File: src/rtl/median3x3_sched.sv
// Exact 3x3 median scheduled onto one shared, externally instantiated 3-input sorter.
// Column sort, then row sort of mins/meds/maxes, then one final sort: seven sorter passes.
module median3x3_sched #(
    parameter int DATA_W = 8,
    parameter int CNT_W  = 16
) (
    input  logic                  clk_100M,
    input  logic                  rst_p,
    input  logic                  in_valid,
    output logic                  in_ready,
    input  logic [9*DATA_W-1:0]   in_win,
    output logic                  out_valid,
    input  logic                  out_ready,
    output logic [DATA_W-1:0]     out_med,
    output logic [DATA_W-1:0]     sort_a,
    output logic [DATA_W-1:0]     sort_b,
    output logic [DATA_W-1:0]     sort_c,
    input  logic [DATA_W-1:0]     sort_med,
    input  logic [DATA_W-1:0]     sort_max,
    input  logic [DATA_W-1:0]     sort_min,
    output logic                  busy,
    output logic [CNT_W-1:0]      med_count
);

    typedef enum logic [3:0] {
        IDLE, C0, C1, C2, W2, R0, R1, R2, W3, FN, WF, DONE
    } state_t;

    state_t              r_state;
    logic [9*DATA_W-1:0] r_win;
    logic [DATA_W-1:0]   r_cmin [3];
    logic [DATA_W-1:0]   r_cmed [3];
    logic [DATA_W-1:0]   r_cmax [3];
    logic [DATA_W-1:0]   r_lo;
    logic [DATA_W-1:0]   r_mid;
    logic [DATA_W-1:0]   r_hi;
    logic [DATA_W-1:0]   r_out_med;
    logic                r_out_valid;
    logic                r_in_ready;
    logic [CNT_W-1:0]    r_med_count;

    logic [DATA_W-1:0]   w_px [9];
    logic [DATA_W-1:0]   w_sort_a;
    logic [DATA_W-1:0]   w_sort_b;
    logic [DATA_W-1:0]   w_sort_c;

    for (genvar g = 0; g < 9; g++) begin : g_px
        assign w_px[g] = r_win[DATA_W*g +: DATA_W];
    end

    // Sorter results land one cycle after the drive, so each capture sits one state later.
    always_comb begin
        w_sort_a = '0;
        w_sort_b = '0;
        w_sort_c = '0;
        case (r_state)
            C0: begin
                w_sort_a = w_px[0];
                w_sort_b = w_px[3];
                w_sort_c = w_px[6];
            end
            C1: begin
                w_sort_a = w_px[1];
                w_sort_b = w_px[4];
                w_sort_c = w_px[7];
            end
            C2: begin
                w_sort_a = w_px[2];
                w_sort_b = w_px[5];
                w_sort_c = w_px[8];
            end
            R0: begin
                w_sort_a = r_cmin[0];
                w_sort_b = r_cmin[1];
                w_sort_c = r_cmin[2];
            end
            R1: begin
                w_sort_a = r_cmed[0];
                w_sort_b = r_cmed[1];
                w_sort_c = r_cmed[2];
            end
            R2: begin
                w_sort_a = r_cmax[0];
                w_sort_b = r_cmax[1];
                w_sort_c = r_cmax[2];
            end
            FN: begin
                w_sort_a = r_lo;
                w_sort_b = r_mid;
                w_sort_c = r_hi;
            end
            default: ;
        endcase
    end

    // r_in_ready tracks "next state is IDLE" so it stays low while reset is held.
    always_ff @(posedge clk_100M) begin
        if (rst_p) begin
            r_state     <= IDLE;
            r_win       <= '0;
            r_cmin      <= '{default: '0};
            r_cmed      <= '{default: '0};
            r_cmax      <= '{default: '0};
            r_lo        <= '0;
            r_mid       <= '0;
            r_hi        <= '0;
            r_out_med   <= '0;
            r_out_valid <= 1'b0;
            r_in_ready  <= 1'b0;
            r_med_count <= '0;
        end else begin
            case (r_state)
                IDLE: begin
                    if (in_valid && r_in_ready) begin
                        r_win      <= in_win;
                        r_in_ready <= 1'b0;
                        r_state    <= C0;
                    end else begin
                        r_in_ready <= 1'b1;
                    end
                end
                C0: r_state <= C1;
                C1: begin
                    r_cmin[0] <= sort_min;
                    r_cmed[0] <= sort_med;
                    r_cmax[0] <= sort_max;
                    r_state   <= C2;
                end
                C2: begin
                    r_cmin[1] <= sort_min;
                    r_cmed[1] <= sort_med;
                    r_cmax[1] <= sort_max;
                    r_state   <= W2;
                end
                W2: begin
                    r_cmin[2] <= sort_min;
                    r_cmed[2] <= sort_med;
                    r_cmax[2] <= sort_max;
                    r_state   <= R0;
                end
                R0: r_state <= R1;
                R1: begin
                    r_lo    <= sort_max;
                    r_state <= R2;
                end
                R2: begin
                    r_mid   <= sort_med;
                    r_state <= W3;
                end
                W3: begin
                    r_hi    <= sort_min;
                    r_state <= FN;
                end
                FN: r_state <= WF;
                WF: begin
                    r_out_med   <= sort_med;
                    r_out_valid <= 1'b1;
                    r_state     <= DONE;
                end
                DONE: begin
                    if (out_ready) begin
                        r_out_valid <= 1'b0;
                        r_med_count <= r_med_count + 1'b1;
                        r_in_ready  <= 1'b1;
                        r_state     <= IDLE;
                    end
                end
                default: begin
                    r_in_ready <= 1'b0;
                    r_state    <= IDLE;
                end
            endcase
        end
    end

    assign in_ready  = r_in_ready;
    assign busy      = (r_state != IDLE);
    assign out_valid = r_out_valid;
    assign out_med   = r_out_med;
    assign med_count = r_med_count;
    assign sort_a    = w_sort_a;
    assign sort_b    = w_sort_b;
    assign sort_c    = w_sort_c;

endmodule

File: config.mk
export PLATFORM = sky130hd
export DESIGN_NAME = median3x3_sched
export DESIGN_NICKNAME = d
export VERILOG_FILES = /design/src/rtl/median3x3_sched.sv
export SDC_FILE = /design/constraint.sdc
export NUM_CORES = 1
export LEC_CHECK = 0
export BUFFER_PORTS_ARGS = -buffer_cell sky130_fd_sc_hd__buf_2
export CORE_ASPECT_RATIO = 0.9
export CORE_MARGIN = 2
export CORE_UTILIZATION = 50
export CTS_BUF_LIST = sky130_fd_sc_hd__clkbuf_4 sky130_fd_sc_hd__clkbuf_8 sky130_fd_sc_hd__clkbuf_16
export DETAILED_ROUTE_END_ITERATION = 12
export PLACE_DENSITY = 0.87
export SLEW_MARGIN = 20
export SYNTH_ARGS = -nofsm -noshare
export SYNTH_HDL_FRONTEND = slang
export SYNTH_SLANG_ARGS = --single-unit
File: constraint.sdc
create_clock -name clk_100M -period 1.7 [get_ports clk_100M]
set_clock_uncertainty 0.15 [all_clocks]
set_input_delay 0.085 -clock clk_100M [delete_from_list [all_inputs] [get_ports clk_100M]]
set_output_delay 0.085 -clock clk_100M [all_outputs]
set_load 0.03 [all_outputs]
==> results of run 1 <==
-- per-stage QoR --
| step | cells | hold slack [ns] | TNS, ns | util, % |
|---|---|---|---|---|
| 2_1_floorplan | 1031 | 0.0710 | -1.80 | - |
| 3_3_place_gp | 1366 | 0.178 | -15.81 | 61.2 |
| 3_5_place_dp | 1366 | 0.182 | -22.63 | 61.2 |
| 4_1_cts | 1546 | 0.0118 | -34.03 | 80.1 |
-- Yosys cell counts, types with 2 or more instances --
master / count / area (um^2)
a222oi_1: 24 / 240
xnor2_1: 7 / 61.3
or2_2: 2 / 12.5
nor4_1: 3 / 18.8
a31oi_1: 2 / 12.5
or3_1: 3 / 18.8
a21oi_1: 189 / 946
nand3_1: 34 / 170
nand4_1: 5 / 31.3
clkbuf_1: 61 / 229
dfxtp_1: 198 / 3960
nand2b_1: 5 / 31.3
buf_2: 13 / 65.1
and3_1: 2 / 12.5
nand2_1: 361 / 1360
o21ai_0: 5 / 25.0
a31o_2: 2 / 17.5
buf_1: 6 / 22.5
a21o_1: 2 / 15.0
a22oi_1: 48 / 360
xor2_1: 4 / 35.0
nor2_1: 21 / 78.8
nor3_1: 12 / 60.1
inv_1: 8 / 30.0
-- cells by family after synthesis --
logic type / count (synthesis) / share of synthesized area [%]
compound gates: 275 / 20.7
buf+inv: 88 / 4.35
flops: 198 / 49.8
simple gates: 458 / 23.8
xor+xnor: 11 / 1.21
fa+ha+maj: 1 / 0.157
-- per-layer routing --
layer  GRT overflow  GRT usage [%]
met4              2           68.2
met3              0           59.2
met5              0           37.0
met2              0           86.1
met1              0           73.0
-- repair_timing --
| action | in CTS |
|---|---|
| setup buffers | 31 |
| hold endpoints to repair | 194 |
| pin swaps | 44 |
| gates cloned | 18 |
| resized for setup | 159 |
| setup endpoints to repair | 157 |
| hold buffers | 99 |
==> metrics.txt, run 1 <==
post-synth cell types=38; HPWL Detailed=16900 um; Worst EP kind=output port; syn avg cell area=7.72 um^2; register area share after synthesis=49.8%; Ports=151; Yosys Warn Count=0; predominant post-synthesis flop cell=dfxtp_1; syn nets=1132; std cell rows=43; Post-Syn Area=0.00796 mm^2; Fail Step=5_1_grt; Starting Density=51.4%; H-Tree Depth=4; Total GRT Usage=72.0%; Mapped Cells=1031; async set-reset flop share out of synthesis=0%; remaining global-route overflow=2; Max Root-Sink Buffers=2; Final Wtd Congestion=0.900; Die Y=124 um; Die W=137 um; worst_ep grt=sort_b[1]; outcome=aborted with a tool error; first error=[ERROR GRT-0232] Routing congestion too high. Check the congestion heatmap in the GUI.; DP Worst Slack=-0.307 ns; Root Buffer=clkbuf_16; largest net degree at the start of global routing=73; Synth Register Bits=198; number of synthesized flops with an enable pin=0; CTS Buf Count=17; clk sinks=198; Area after DPL=0.00949 mm^2; # port buffers=150
==> inputs of run 2 (changes only) <==
CORE_ASPECT_RATIO = not set   (was 0.9)
CORE_UTILIZATION = 35   (was 50)
CTS_BUF_LIST = not set   (was sky130_fd_sc_hd__clkbuf_4 sky130_fd_sc_hd__clkbuf_8 sky130_fd_sc_hd__clkbuf_16)
PLACE_DENSITY = not set   (was 0.87)
PLACE_DENSITY_LB_ADDON = 0.15   (was not set)
clock period = 2.21 ns   (was 1.7 ns; I/O delays follow)
==> metrics.txt, run 2 <==
ANT cells=0; async set-reset flop share out of synthesis=0% (unchanged); # port buffers=150 (unchanged); area delta synth->final=47.0%; Mapped Cells=1031 (unchanged); Die Y=155 um (was 124 um); largest net degree at the start of global routing=89; Clock Latency Late Sink=0.44 ns; top-count cell post-synth=nand2_1 (unchanged); Area after DPL=0.00918 mm^2 (was 0.00949 mm^2); Vias/cell=5.19; Max Root-Sink Buffers=2 (unchanged); slack of the critical path=-0.140 ns; vias in the first global route=7630; Root Buffer=clkbuf_16 (unchanged); Cell Count Post-Placement=1425 (was 1366); r2r setup slk=0.14 ns; Final Net Count=1387; max reg flops=72; initial antenna violation count=0; R2R cell count=8; crit-path max cell delay=0.40 ns; Starting Density=35.4% (was 51.4%); remaining global-route overflow=0; Fillers=2146; hold path start=in_win[45]; hold crit path type=input port to register; CP startpoint=r_state[3]; Ports=151 (unchanged); most common cell after layout, fill and taps aside=nand2_1; maximum capacitance violations=0; register area share after synthesis=49.8% (unchanged); post-layout instance count excluding filler cells=1584; most frequent cells in the layout=nand2_1 (360), dfxtp_1 (194), a21oi_1 (189); # setup viols final=22; DP Worst Slack=0.173 ns (was -0.307 ns); clk sinks=198 (unchanged); Slew HR=57.0%; Max Slew Vio Count=0; CP required=1.95 ns; final wirelength=28700 um; P per Cell Area=905 mW/mm^2; post-synth cell types=38 (unchanged); CP arrival=2.09 ns; number of synthesized flops with an enable pin=0 (unchanged); Total GRT Usage=23.4%; core area=0.0225 mm^2; std cell rows=55 (was 43); critical path startpoint category=register; Yosys Warn Count=0 (unchanged); Worst Setup End Kind=primary output; H-Tree Depth=4 (unchanged); final worst path period need=2.35 ns; HPWL Detailed=17700 um (was 16900 um); Post-DRT Antenna Nets=0; total die area=0.0240 mm^2; Post-Syn Area=0.00796 mm^2 (unchanged); Slowest cell on crit path=a222oi_1; CTS Buf Count=17 (unchanged); Reg-to-Reg Start=r_state[2]; syn avg cell area=7.72 um^2 (unchanged); Crit Path Class=register to primary output; wire length per cell=18.1 um; DR iter-0 viols=627; post-layout instance area=0.0117 mm^2; Die W=155 um (was 137 um); global-route wire length before repair=43200 um; Synth area leaders=dfxtp_1 (50%), nand2_1 (17%), a21oi_1 (12%), a22oi_1 (4.5%), a222oi_1 (3.0%) (unchanged); r2r endpoint=r_win[37]; syn nets=1132 (unchanged); crit-path max FO=8; drt drc=0; predominant post-synthesis flop cell=dfxtp_1 (unchanged); Top reg by flops=r_win; Leak=4.40 nW; RSZ-0062 raised after global routing=yes; total vias in the final route=8227; DRT Pass-1 Iters=7; worst path cell trace=nand2b_4 -> nor2_2 -> buf_6 -> buf_4 -> a222oi_1 -> nand3_1 -> buf_6; CTS tree=built; Worst Setup EP=sort_c[5]; Max VDD drop=615 uV; fmax=0.426 GHz; top cell type's share of synthesized area=49.8% (unchanged); Reg clk slew, reported paths=0.07 ns; Synth Register Bits=198 (unchanged); final period utilization=106%; Final Wtd Congestion=0.770 (was 0.900); most frequent CP cell=buf_6; failing checks=negative setup slack; Hold Vio Cnt, Final=0; Tot Pwr=0.0106 W; cell taking the most area after synthesis=dfxtp_1 (unchanged); transition time of the tightest slew-check pin=0.644 ns; Synth top cells by count=nand2_1 (361), dfxtp_1 (198), a21oi_1 (189), clkbuf_1 (61), a22oi_1 (48) (unchanged); outcome=complete, but fails checks (was aborted with a tool error); share of layout cells above drive strength 1=24.1%
## run 2: cell counts after synthesis
No cell type changed its count.
## run 2: timing repair
item	in CTS	in global routing
buffers inserted	17	2
gates resized for setup	120	12
setup endpoints to repair	24	65
pin swaps	48	25
hold buffers	99	0
hold endpoints to repair	184	0
gates cloned	7	3
## run 2: cell type report
type | count | area (um^2) | area share, %
Sequential cell | 198 | 3980 | 34.0
Tap cell | 285 | 357 | 3.05
Clock buffer | 19 | 443 | 3.79
Clock inverter | 13 | 169 | 1.44
Inverter | 8 | 30.0 | 0.257
Timing Repair Buffer | 316 | 2770 | 23.7
Multi-Input combinational cell | 745 | 3950 | 33.8
## run 2: worst min path at each step
stage                end  cells after the start  slack, ns
2_1_floorplan  r_cmax[0]                      2        0.1
3_3_place_gp   r_win[68]                      3       0.20
3_5_place_dp   r_win[70]                      3       0.21
4_1_cts        r_win[70]                      4       0.28
5_1_grt        r_win[62]                      4       0.29
6_report       r_win[45]                      4       0.29
## run 2: cell families after synthesis
logic type / share of synthesized area (%)
flip-flops: 49.8
AO/OA/AOI/OAI: 20.7
buffers and inverters: 4.35
adder cells (fa/ha/maj): 0.157
AND/OR/NAND/NOR: 23.8
XOR/XNOR: 1.21
## run 2: critical path, delay by kind of cell (launching register included)
kind,cells,cell delay (ns)
compound gates,1,0.40
buf+inv,3,0.45
flops,1,0.37
simple gates,3,0.43
## run 2: per-stage QoR
stage,setup TNS (ns),hold WS (ns),utilization [%]
2_1_floorplan,0,0.0965,-
3_3_place_gp,0,0.204,40.8
3_5_place_dp,0,0.205,40.8
4_1_cts,-1.11,0.279,51.4
5_1_grt,-2.83,0.294,52.0
6_report,-1.19,0.290,52.0
## run 2: metal layers
metal	GRT usage, %	vias to the layer above	routed length, um	part of all wire (%)
met3	4.43	28	1620	5.6
met1	31.9	3904	13200	46
met4	7.50	0	471	1.6
met5	0	-	0	0
li1	-	4048	-	-
met2	37.5	247	13500	47
## run 2: report_power, final
group | leakage [nW] | internal (W) | total, W | switching, W
registers | 1.60 | 0.00397 | 0.00426 | 0.000296
clock network | 0.292 | 0.00183 | 0.00327 | 0.00144
logic | 2.50 | 0.00135 | 0.00306 | 0.00171
Power figures use the tool's default switching activity.
